$ cat src/rtl/neighbor_link_ctx_v3_pkg.sv
// Shared constants and types for the multi-context neighbor link.
// Stage encodings, boundary-condition codes and the context FSM states.
package neighbor_link_ctx_v3_pkg;

    localparam int STAGE_WIDTH = 3;

    localparam logic [STAGE_WIDTH-1:0] STAGE_IDLE                  = 3'd0;
    localparam logic [STAGE_WIDTH-1:0] STAGE_MEASUREMENT_PREPARING = 3'd1;
    localparam logic [STAGE_WIDTH-1:0] STAGE_MEASUREMENT_LOADING   = 3'd2;
    localparam logic [STAGE_WIDTH-1:0] STAGE_GROW                  = 3'd3;
    localparam logic [STAGE_WIDTH-1:0] STAGE_MERGE                 = 3'd4;
    localparam logic [STAGE_WIDTH-1:0] STAGE_PEELING               = 3'd5;
    localparam logic [STAGE_WIDTH-1:0] STAGE_RESULT_VALID          = 3'd6;

    localparam logic [1:0] BC_NONE     = 2'd0;
    localparam logic [1:0] BC_BOUNDARY = 2'd1;
    localparam logic [1:0] BC_ABSENT   = 2'd2;
    localparam logic [1:0] BC_FUSION   = 2'd3;

    typedef enum logic [1:0] {
        CTX_CLEAR = 2'd0,
        CTX_IDLE  = 2'd1,
        CTX_SAVE  = 2'd2,
        CTX_LOAD  = 2'd3
    } ctx_fsm_t;

endpackage

$ cat src/rtl/neighbor_link_ctx_v3_ram.sv
// Single-port synchronous RAM holding saved {growth, is_error} per context.
// Read data is registered every cycle; no reset on the storage.
module link_ctx_ram #(
    parameter int DEPTH  = 4,
    parameter int WIDTH  = 3,
    parameter int ADDR_W = 2
) (
    input  logic              clk,
    input  logic              we,
    input  logic [ADDR_W-1:0] addr,
    input  logic [WIDTH-1:0]  wdata,
    output logic [WIDTH-1:0]  rdata
);

    logic [WIDTH-1:0] mem [DEPTH];

    always_ff @(posedge clk) begin
        if (we) begin
            mem[addr] <= wdata;
        end
        rdata <= mem[addr];
    end

endmodule

$ cat src/rtl/neighbor_link_ctx_v3.sv
// Multi-context edge between PEs A and B: saturating growth, error tracking,
// data forwarding and save/restore of per-context state via a switch handshake.
module neighbor_link_ctx_v3
    import neighbor_link_ctx_v3_pkg::*;
#(
    parameter int  ADDRESS_WIDTH  = 6,
    parameter int  MAX_WEIGHT     = 2,
    parameter int  NUM_CONTEXTS   = 4,
    localparam int EXP_W          = ADDRESS_WIDTH + 3,
    localparam int LINK_BIT_WIDTH = $clog2(MAX_WEIGHT + 1),
    localparam int CTX_W          = (NUM_CONTEXTS > 2) ? $clog2(NUM_CONTEXTS) : 1
) (
    input  logic                      clk,
    input  logic                      reset,
    input  logic [STAGE_WIDTH-1:0]    global_stage,
    input  logic                      a_increase,
    input  logic                      b_increase,
    input  logic                      a_is_error_in,
    input  logic                      b_is_error_in,
    input  logic                      is_error_systolic_in,
    input  logic [EXP_W-1:0]          a_input_data,
    input  logic [EXP_W-1:0]          b_input_data,
    output logic [EXP_W-1:0]          a_output_data,
    output logic [EXP_W-1:0]          b_output_data,
    output logic                      fully_grown,
    output logic                      is_boundary,
    output logic                      is_error,
    input  logic                      reset_edge,
    input  logic                      cfg_we,
    input  logic [CTX_W-1:0]          cfg_ctx,
    input  logic [LINK_BIT_WIDTH-1:0] weight_in,
    input  logic [1:0]                boundary_condition_in,
    input  logic                      ctx_switch_valid,
    input  logic [CTX_W-1:0]          ctx_next,
    output logic                      ctx_switch_ready,
    input  logic                      ctx_clear_all,
    output logic [CTX_W-1:0]          ctx_current
);

    localparam int SUM_W = $clog2(MAX_WEIGHT + 3);
    localparam int RAM_W = LINK_BIT_WIDTH + 1;

    ctx_fsm_t                  state_q, state_d;
    logic [LINK_BIT_WIDTH-1:0] growth_q, growth_d, growth_live, grown;
    logic                      error_q, error_d, error_live, error_next;
    logic [CTX_W-1:0]          ctx_cur_q, ctx_cur_d, ctx_next_q, clear_idx_q;
    logic                      first_idle_q;
    logic [SUM_W-1:0]          sum;

    logic [LINK_BIT_WIDTH-1:0] cfg_weight_q [NUM_CONTEXTS];
    logic [1:0]                cfg_bc_q     [NUM_CONTEXTS];
    logic [LINK_BIT_WIDTH-1:0] weight;
    logic [1:0]                bc;

    logic                      ram_we;
    logic [CTX_W-1:0]          ram_addr;
    logic [RAM_W-1:0]          ram_wdata, ram_rdata;

    assign weight = cfg_weight_q[ctx_cur_q];
    assign bc     = cfg_bc_q[ctx_cur_q];

    // In the first IDLE cycle after a load the restored state comes straight from the RAM.
    assign growth_live = first_idle_q ? ram_rdata[RAM_W-1:1] : growth_q;
    assign error_live  = first_idle_q ? ram_rdata[0] : error_q;

    always_comb begin
        sum = '0;
        unique case (bc)
            BC_BOUNDARY: sum = SUM_W'(growth_live) + SUM_W'(a_increase);
            BC_ABSENT:   sum = '0;
            default:     sum = SUM_W'(growth_live) + SUM_W'(a_increase) + SUM_W'(b_increase);
        endcase
        grown = (sum >= SUM_W'(weight)) ? weight : sum[LINK_BIT_WIDTH-1:0];
    end

    always_comb begin
        error_next = 1'b0;
        if (bc == BC_ABSENT) begin
            error_next = 1'b0;
        end else if (global_stage == STAGE_RESULT_VALID) begin
            error_next = is_error_systolic_in;
        end else if (bc == BC_BOUNDARY) begin
            error_next = a_is_error_in;
        end else begin
            error_next = a_is_error_in | b_is_error_in;
        end
    end

    always_comb begin
        state_d   = state_q;
        growth_d  = growth_q;
        error_d   = error_q;
        ctx_cur_d = ctx_cur_q;
        unique case (state_q)
            CTX_CLEAR: begin
                if (clear_idx_q == CTX_W'(NUM_CONTEXTS - 1)) begin
                    growth_d  = '0;
                    error_d   = 1'b0;
                    ctx_cur_d = '0;
                    state_d   = CTX_IDLE;
                end
            end
            CTX_IDLE: begin
                growth_d = reset_edge ? '0 : grown;
                error_d  = error_next;
                if (ctx_clear_all) begin
                    state_d = CTX_CLEAR;
                end else if (ctx_switch_valid) begin
                    state_d = CTX_SAVE;
                end
            end
            CTX_SAVE: state_d = CTX_LOAD;
            CTX_LOAD: begin
                state_d   = CTX_IDLE;
                ctx_cur_d = ctx_next_q;
            end
            default: state_d = CTX_CLEAR;
        endcase
    end

    always_ff @(posedge clk or posedge reset) begin
        if (reset) begin
            state_q      <= CTX_CLEAR;
            growth_q     <= '0;
            error_q      <= 1'b0;
            ctx_cur_q    <= '0;
            ctx_next_q   <= '0;
            clear_idx_q  <= '0;
            first_idle_q <= 1'b0;
        end else begin
            state_q      <= state_d;
            growth_q     <= growth_d;
            error_q      <= error_d;
            ctx_cur_q    <= ctx_cur_d;
            first_idle_q <= (state_q == CTX_LOAD);
            if (state_q == CTX_IDLE && ctx_switch_valid && !ctx_clear_all) begin
                ctx_next_q <= ctx_next;
            end
            if (state_q == CTX_CLEAR && clear_idx_q != CTX_W'(NUM_CONTEXTS - 1)) begin
                clear_idx_q <= clear_idx_q + CTX_W'(1);
            end else begin
                clear_idx_q <= '0;
            end
        end
    end

    always_ff @(posedge clk or posedge reset) begin
        if (reset) begin
            for (int i = 0; i < NUM_CONTEXTS; i++) begin
                cfg_weight_q[i] <= '0;
                cfg_bc_q[i]     <= '0;
            end
        end else if (cfg_we) begin
            cfg_weight_q[cfg_ctx] <= weight_in;
            cfg_bc_q[cfg_ctx]     <= boundary_condition_in;
        end
    end

    always_comb begin
        ram_we    = (state_q == CTX_CLEAR) || (state_q == CTX_SAVE);
        ram_wdata = (state_q == CTX_SAVE) ? {growth_q, error_q} : '0;
        unique case (state_q)
            CTX_CLEAR: ram_addr = clear_idx_q;
            CTX_SAVE:  ram_addr = ctx_cur_q;
            default:   ram_addr = ctx_next_q;
        endcase
    end

    link_ctx_ram #(
        .DEPTH  (NUM_CONTEXTS),
        .WIDTH  (RAM_W),
        .ADDR_W (CTX_W)
    ) u_ram (
        .clk   (clk),
        .we    (ram_we),
        .addr  (ram_addr),
        .wdata (ram_wdata),
        .rdata (ram_rdata)
    );

    assign fully_grown      = (growth_live >= weight) && (bc != BC_ABSENT);
    assign is_boundary      = fully_grown && (bc == BC_BOUNDARY || bc == BC_FUSION);
    assign is_error         = error_live;
    assign a_output_data    = (bc == BC_NONE) ? b_input_data : '0;
    assign b_output_data    = (bc == BC_NONE) ? a_input_data : '0;
    assign ctx_switch_ready = (state_q == CTX_IDLE);
    assign ctx_current      = ctx_cur_q;

    assert property (@(posedge clk) disable iff (reset)
        (state_q == CTX_IDLE && ctx_switch_valid) |-> (int'(ctx_next) < NUM_CONTEXTS))
        else $error("ctx_next out of range");

endmodule
$ cat config.mk
export PLATFORM = sky130hd
export DESIGN_NAME = neighbor_link_ctx_v3
export DESIGN_NICKNAME = d
export VERILOG_FILES = /design/src/rtl/neighbor_link_ctx_v3_pkg.sv /design/src/rtl/neighbor_link_ctx_v3_ram.sv /design/src/rtl/neighbor_link_ctx_v3.sv
export SDC_FILE = /design/constraint.sdc
export NUM_CORES = 1
export LEC_CHECK = 0
export CORE_UTILIZATION = 54
export CTS_BUF_LIST = sky130_fd_sc_hd__clkbuf_4
export CTS_CLUSTER_DIAMETER = 80
export DETAILED_ROUTE_END_ITERATION = 8
export PLACE_DENSITY_LB_ADDON = 0.05
export SKIP_LAST_GASP = 1
export SYNTH_ARGS = -nofsm -noshare
export SYNTH_HDL_FRONTEND = slang
export SYNTH_SLANG_ARGS = --single-unit
$ cat constraint.sdc
create_clock -name clk -period 4.5 [get_ports clk]
set_input_delay 0.675 -clock clk [delete_from_list [all_inputs] [get_ports clk]]
set_output_delay 0.675 -clock clk [all_outputs]
set_load 0.1 [all_outputs]
# --- Word-level counts from Yosys, hierarchy flattened ---
# Memory sizes are Yosys's and may differ from the RTL's. A register that Yosys moved wholly into a read port is not among the register bits.
# Cells that the tools add are included.
word_totals:
  register_bits: 28
  latch_bits: 0
  mem_bits_rw: 12
  romBits: 0
  inputBits: 40
  output_inout_bits: 24
  word_cells: 89
  n_memories: 1
memory_table:
  columns: ["name", "words", "word_bits", "read_ports", "rd_ports_with_merged_regs", "wr", "line", "source"]
  rows:
  - ["u_ram.mem", 4, 3, 1, 1, 1, "neighbor_link_ctx_v3_ram.sv:15", "logic [WIDTH-1:0] mem [DEPTH];"]
op_classes:
  addsub: 3
  multipliers: 0
  div: 0
  n_lt_le_gt_ge: 5
  eq_ne: 12
  shifts: 0
  n_mux: 34
  n_bitwise: 3
  reduce_logical: 16
op_table:
  columns: ["op", "count"]
  rows:
  - ["two-way mux 2 bit", 13]
  - ["two-way mux 9 bit", 2]
  - ["bitwise mux 8 bit", 2]
  - ["case mux 2 bit (2 select lines)", 3]
  - ["== test 2 bit, second input constant", 5]
  - ["binary-select mux 2 bit (select 2 bit)", 2]
  - ["case mux 2 bit (4 select lines)", 1]
  - ["two-way mux 1 bit", 7]
  - [">= comparator 3 bit, second input constant", 2]
  - ["logical AND 1 bit", 6]
  - ["inequality test 2 bit, second input constant", 3]
  - ["inverter 2 -> 3 bit", 2]
  - ["case mux 3 bit (2 select lines)", 1]
  - ["AND reduction 2 bit", 3]
  - ["demux 2 bit (select 2 bit)", 1]
  - ["== test 2 x 1 -> 1 bit, second input constant", 2]
  - ["zero test 2 bit", 2]
  - ["nonzero test 2 bit", 2]
  - ["adder 2 x 1 -> 3 bit", 1]
  - ["adder 3 x 1 -> 3 bit", 1]
  - ["== test 3 bit, second input constant", 1]
  - [">= comparator 3 x 2 -> 1 bit", 1]
  - ["< comparator 3 x 1 -> 1 bit, second input constant", 1]
  - ["two-way mux 3 bit", 1]
  - ["other kinds (7)", 8]

# --- Depth between registers and ports, before layout ---
logic_depth:
  depth_word: 10
  mapped_depth: 11
  mapped_depth_nobuf: 11

# --- Modules after synthesis ---
# From an unflattened synthesis, not the netlist that was laid out.
unflattened:
  cells_unflattened: 189
  hier_area_um2: 2381.0
by_module_without_submodules:
  columns: ["mod", "n_inst", "cells_per_inst", "area_each_um2", "seq_area_each_um2"]
  rows:
  - ["neighbor_link_ctx_v3", 1, 166, 1848.0, 700.7]
  - ["link_ctx_ram", 1, 23, 533.0, 420.4]

# --- Worst setup path after synthesis ---
# OpenSTA, ideal clock, no wires.
synth_path:
  kind: "reg-to-output"
  from: "register ctx_cur_q[0], in the netlist ctx_current[0]"
  to: "output port is_boundary"
  arrival_time_ps: 4147
  required_ps: 3825
  path_slack_ps: -322
  path_stages_with_launch: 7
  n_path_buf: 1
  cell_sequence: "dfrtp_1 buf_6 mux4_2 ha_1 nand2b_1 a21oi_1 nor3_1"
synth_between:
  elab_chain_len: 7
  word_cells_on_any_way: 14
  classes_between: "order compare: 1; eq/ne: 3; mux: 6; bitwise: 1; reduce/logical: 3"
synth_rtl:
  columns: ["element", "line", "source"]
  rows:
  - ["start: declaration", "neighbor_link_ctx_v3.sv:46", "logic [CTX_W-1:0] ctx_cur_q, ctx_cur_d, ctx_next_q, clear_idx_q;"]
  - ["start signal: assignment", "neighbor_link_ctx_v3.sv:134", "ctx_cur_q <= ctx_cur_d;"]
  - ["inverter 2 -> 3 bit (not written as such) *", "neighbor_link_ctx_v3.sv:59, neighbor_link_ctx_v3.sv:60", null]
  - ["binary-select mux 2 bit (select 2 bit) (on tied branches)", "neighbor_link_ctx_v3.sv:59, neighbor_link_ctx_v3.sv:60", null]
  - ["two-way mux 2 bit (on tied branches) (2 in series)", "neighbor_link_ctx_v3.sv:59, neighbor_link_ctx_v3.sv:60", null]
  - [">= comparator 2 bit, or another cell as far along", "neighbor_link_ctx_v3.sv:181", "assign fully_grown = (growth_live >= weight) && (bc != BC_ABSENT);"]
  - ["logical AND 1 bit or logical OR 1 bit (tied branches)", "neighbor_link_ctx_v3.sv:181, neighbor_link_ctx_v3.sv:182", null]
  - ["logical AND 1 bit *", "neighbor_link_ctx_v3.sv:182", "assign is_boundary = fully_grown && (bc == BC_BOUNDARY || bc == BC_FUSION);"]
  - ["end: declaration", "neighbor_link_ctx_v3.sv:26", "output logic is_boundary,"]
# Mark *: on every way between the ends. The rest lies on a longest branch, timed or not. The select of a mux whose other input is x is not followed.

# --- Final worst setup path ---
layout_path:
  from: "register ctx_cur_q[0], in the netlist ctx_current[0]"
  to: "output port b_output_data[5]"
layout_between:
  elab_chain_len: 6
layout_rtl:
  columns: ["element", "line", "source"]
  rows:
  - ["inverter 2 -> 3 bit (not written as such)", "neighbor_link_ctx_v3.sv:60", "assign bc = cfg_bc_q[ctx_cur_q];"]
  - ["binary-select mux 2 bit (select 2 bit)", "neighbor_link_ctx_v3.sv:60", null]
  - ["two-way mux 2 bit (not written as such) (2 in series)", "neighbor_link_ctx_v3.sv:60", null]
  - ["zero test 2 bit", "neighbor_link_ctx_v3.sv:185", "assign b_output_data = (bc == BC_NONE) ? a_input_data : '0;"]
  - ["two-way mux 9 bit", "neighbor_link_ctx_v3.sv:185", null]
  - ["end: declaration", "neighbor_link_ctx_v3.sv:24", "output logic [EXP_W-1:0] b_output_data,"]
# Every way passes these cells. The select of a mux whose other input is x is not followed.

==> results.md <==
* Synthesis Warnings at 0
* Post-route cell area at approximately 3000 µm²
* Worst-case clock buffer depth at 2
* Area Growth Syn to Fin at 28.8%
* Die ar. at around 4600 µm²
* CTS tree: done
* Starting density of the core at 0.573
* Status: finished, final reports clean
* Cts-stage hold buffer count at 0
* #FFs+latches synth at 43
* Total gr overflow at 0
* Req. time, crit path at 3.83 ns
* Pin count of the biggest net entering global routing at 29
* Startpoint Class: flop
* Synth Net Count at about 250
* Post-place instance area at 2960 µm²
* DP Wirelength at 3500 µm
* Hold_sp: clear_idx_q[0]
* Most used DFF post-synth: dfrtp_1
* Post-synthesis sequential area ratio at 0.479
* Crit path DAT at 2.53 ns
* Worst slew pin tran at 1.03 ns
* CP startpoint: ctx_current[0]
* Crit path capture type: output port
* Post-CTS setup buffers at 0
* Critical-path cell list: mux4_2 -> inv_2 -> ha_1 -> and2_1 -> buf_4
* Slew margin rel. at 0.315
* FMAX at roughly 310 MHz
* RSZ-0062 raised after global routing: no
* Antenna Nets Post-Route at 0
* Share of cells above drive strength 1 at 0.234
* Initial antenna violation count at 0
* CP max-delay cell: dfrtp_1
* # DRC at 0
* Worst-skew pair later-pin latency at 0.35 ns
* CTS Root Buffer Type: clkbuf_4
* Routed vias at 1616
* IO Count at 64
* Final Hold Fails at 0
* Post-route setup TNS at 0 ns
* Final period utilization at 0.713
* Clock sinks at 43
* EDFF count, synth at 12
* Minimum clock period at 3.21 ns
* Reg2Reg Launch Point: ctx_current[0]
* First-pass GRT wire length at roughly 6600 µm
* Min Hold Slack at 0.479 ns
* Pre-CTS WS at about 1.3 ns
* Nets at 312
* Row count at 23
* Delay-heaviest family, CP: flip-flops
* R2r setup slk at roughly 1.6 ns
* Critical path class: reg -> out
* Hold Crit Class: reg -> reg
* Max Slew Vio Count at 0
* Number of gates resized after CTS at 0
* CP max FO at 18
* Asr flop ratio synth at 0.651
* DR WL/cell at 14.2 µm
* Cells after synthesis at roughly 190
* Vias in the first global route at 1479
* First DRT Iteration DRCs at 44
* Core area at around 4100 µm²
* Cell Area, Synth at 2340 µm²
* Diode count at 0
* Library cells used by synthesis at 42
* Port bufs at 63
* Die width at 67.8 µm
* Die height at around 68 µm
* Clock Skews at 0.00692 ns
* Reg clk slew, reported paths at around 0.12 ns
* Final WL at 4360 µm
* Synthesized area per cell at 12.4 µm²
* DRT Pass-1 Iters at 4
* Slowest stage delay, CP at 0.58 ns
* H-tree depth at 2
* Vias/cell at 5.28
* Number of max-cap violations at 0
* Most frequent cells in the layout: 43 x clkdlybuf4s50_1, 28 x dfrtp_1, 20 x mux2_2, 20 x buf_4, 18 x and2_1
* Final GP Congestion at between 0.8 and 0.9
* Setup violators final at 0
* Global Route Usage Sum at 0.203
* Commonest non-fill, non-tap cell in the layout: clkdlybuf4s50_1
* Number of CTS-inserted buffers at 5
* Setup WS post-layout at 1.29 ns
* Buf/Inv on CP at 2
registers in the layout (all words and copies together) (netlist names):
name / count
u_ram.rdata: 3
clear_idx_q: 2
ctx_current: 2
cfg_weight_q: 8
cfg_bc_q: 8
state_q: 2
error_q: 1
first_idle_q: 1
u_ram.mem: 12
growth_q: 2
ctx_next_q: 2
final timing paths:
check | end | cells after the start
setup / recovery | b_output_data[5] | 5
hold / removal | clear_idx_q[0] | 1
setup reg to reg | growth_q[1] | 9
hold reg to reg | clear_idx_q[0] | 1
max in group asynchronous | growth_q[0] | 2
min in group asynchronous | ctx_next_q[1] | 2
layer usage:
| metal | vias up | part of all wire | wire (µm) | global-route usage |
|---|---|---|---|---|
| met5 | - | 0 | 0 | 0 |
| met4 | 0 | 0.0073 | 32 | 0.0625 |
| met3 | 4 | 0.028 | 124 | 0.0517 |
| met2 | 24 | 0.52 | 2260 | 0.343 |
| met1 | 773 | 0.44 | 1940 | 0.257 |
| li1 | 815 | - | - | - |
synthesized netlist by cell type (2+ instances only):
library cell  instances  share of area
a32o_1                3          0.013
nor2b_1               2         0.0053
edfxtp_1             12           0.15
nand2b_1              5          0.013
dfxtp_1               3          0.026
dfrtp_1              28           0.30
mux2_2               20          0.096
mux4_2                4          0.039
o21ai_0               5          0.011
nand3b_1              5          0.016
and2_1               18          0.048
and2_2                3         0.0096
buf_6                 2         0.0096
inv_1                10          0.016
mux2i_1              11          0.047
nand3_1               5          0.011
ha_1                 16          0.086
nand2_1               7          0.011
nor2_1                7          0.011
stage by stage:
step,std cells,utilization
2_1_floorplan,189,-
4_1_cts,306,0.738
3_3_place_gp,298,0.724
3_5_place_dp,298,0.724
6_report,306,0.738
5_1_grt,306,0.738
worst reg2reg max path, stage by stage (launching register included):
cell and delay [ns]:
dfrtp_1 0.58, mux4_2 0.59, inv_2 0.10, ha_1 0.30
a31oi_1 0.28, ha_1 0.27, nand2b_1 0.16, a211o_1 0.32
o211ai_1 0.16, nand3_1 0.09
logic make-up after synthesis:
group                      after synthesis  synth area share
muxes                                   35             0.182
and+or+nand+nor                         59             0.150
adders and majority gates               17            0.0941
DFF                                     43             0.479
buffers and inverters                   15            0.0310
AOI/OAI and AO/OA                       20            0.0642
layout make-up:
class	instances	area, µm²
Clock buffer	5	37.5
Clock inverter	3	20.0
Fill cell	295	1070
Inverter	11	41.3
Multi-Input combinational cell	131	1150
Sequential cell	43	1120
Tap cell	50	62.6
Timing Repair Buffer	63	581
Power is left out: the tool's default activity adds up to more than one toggle a clock period on the data nets, which glitch-free logic cannot reach.
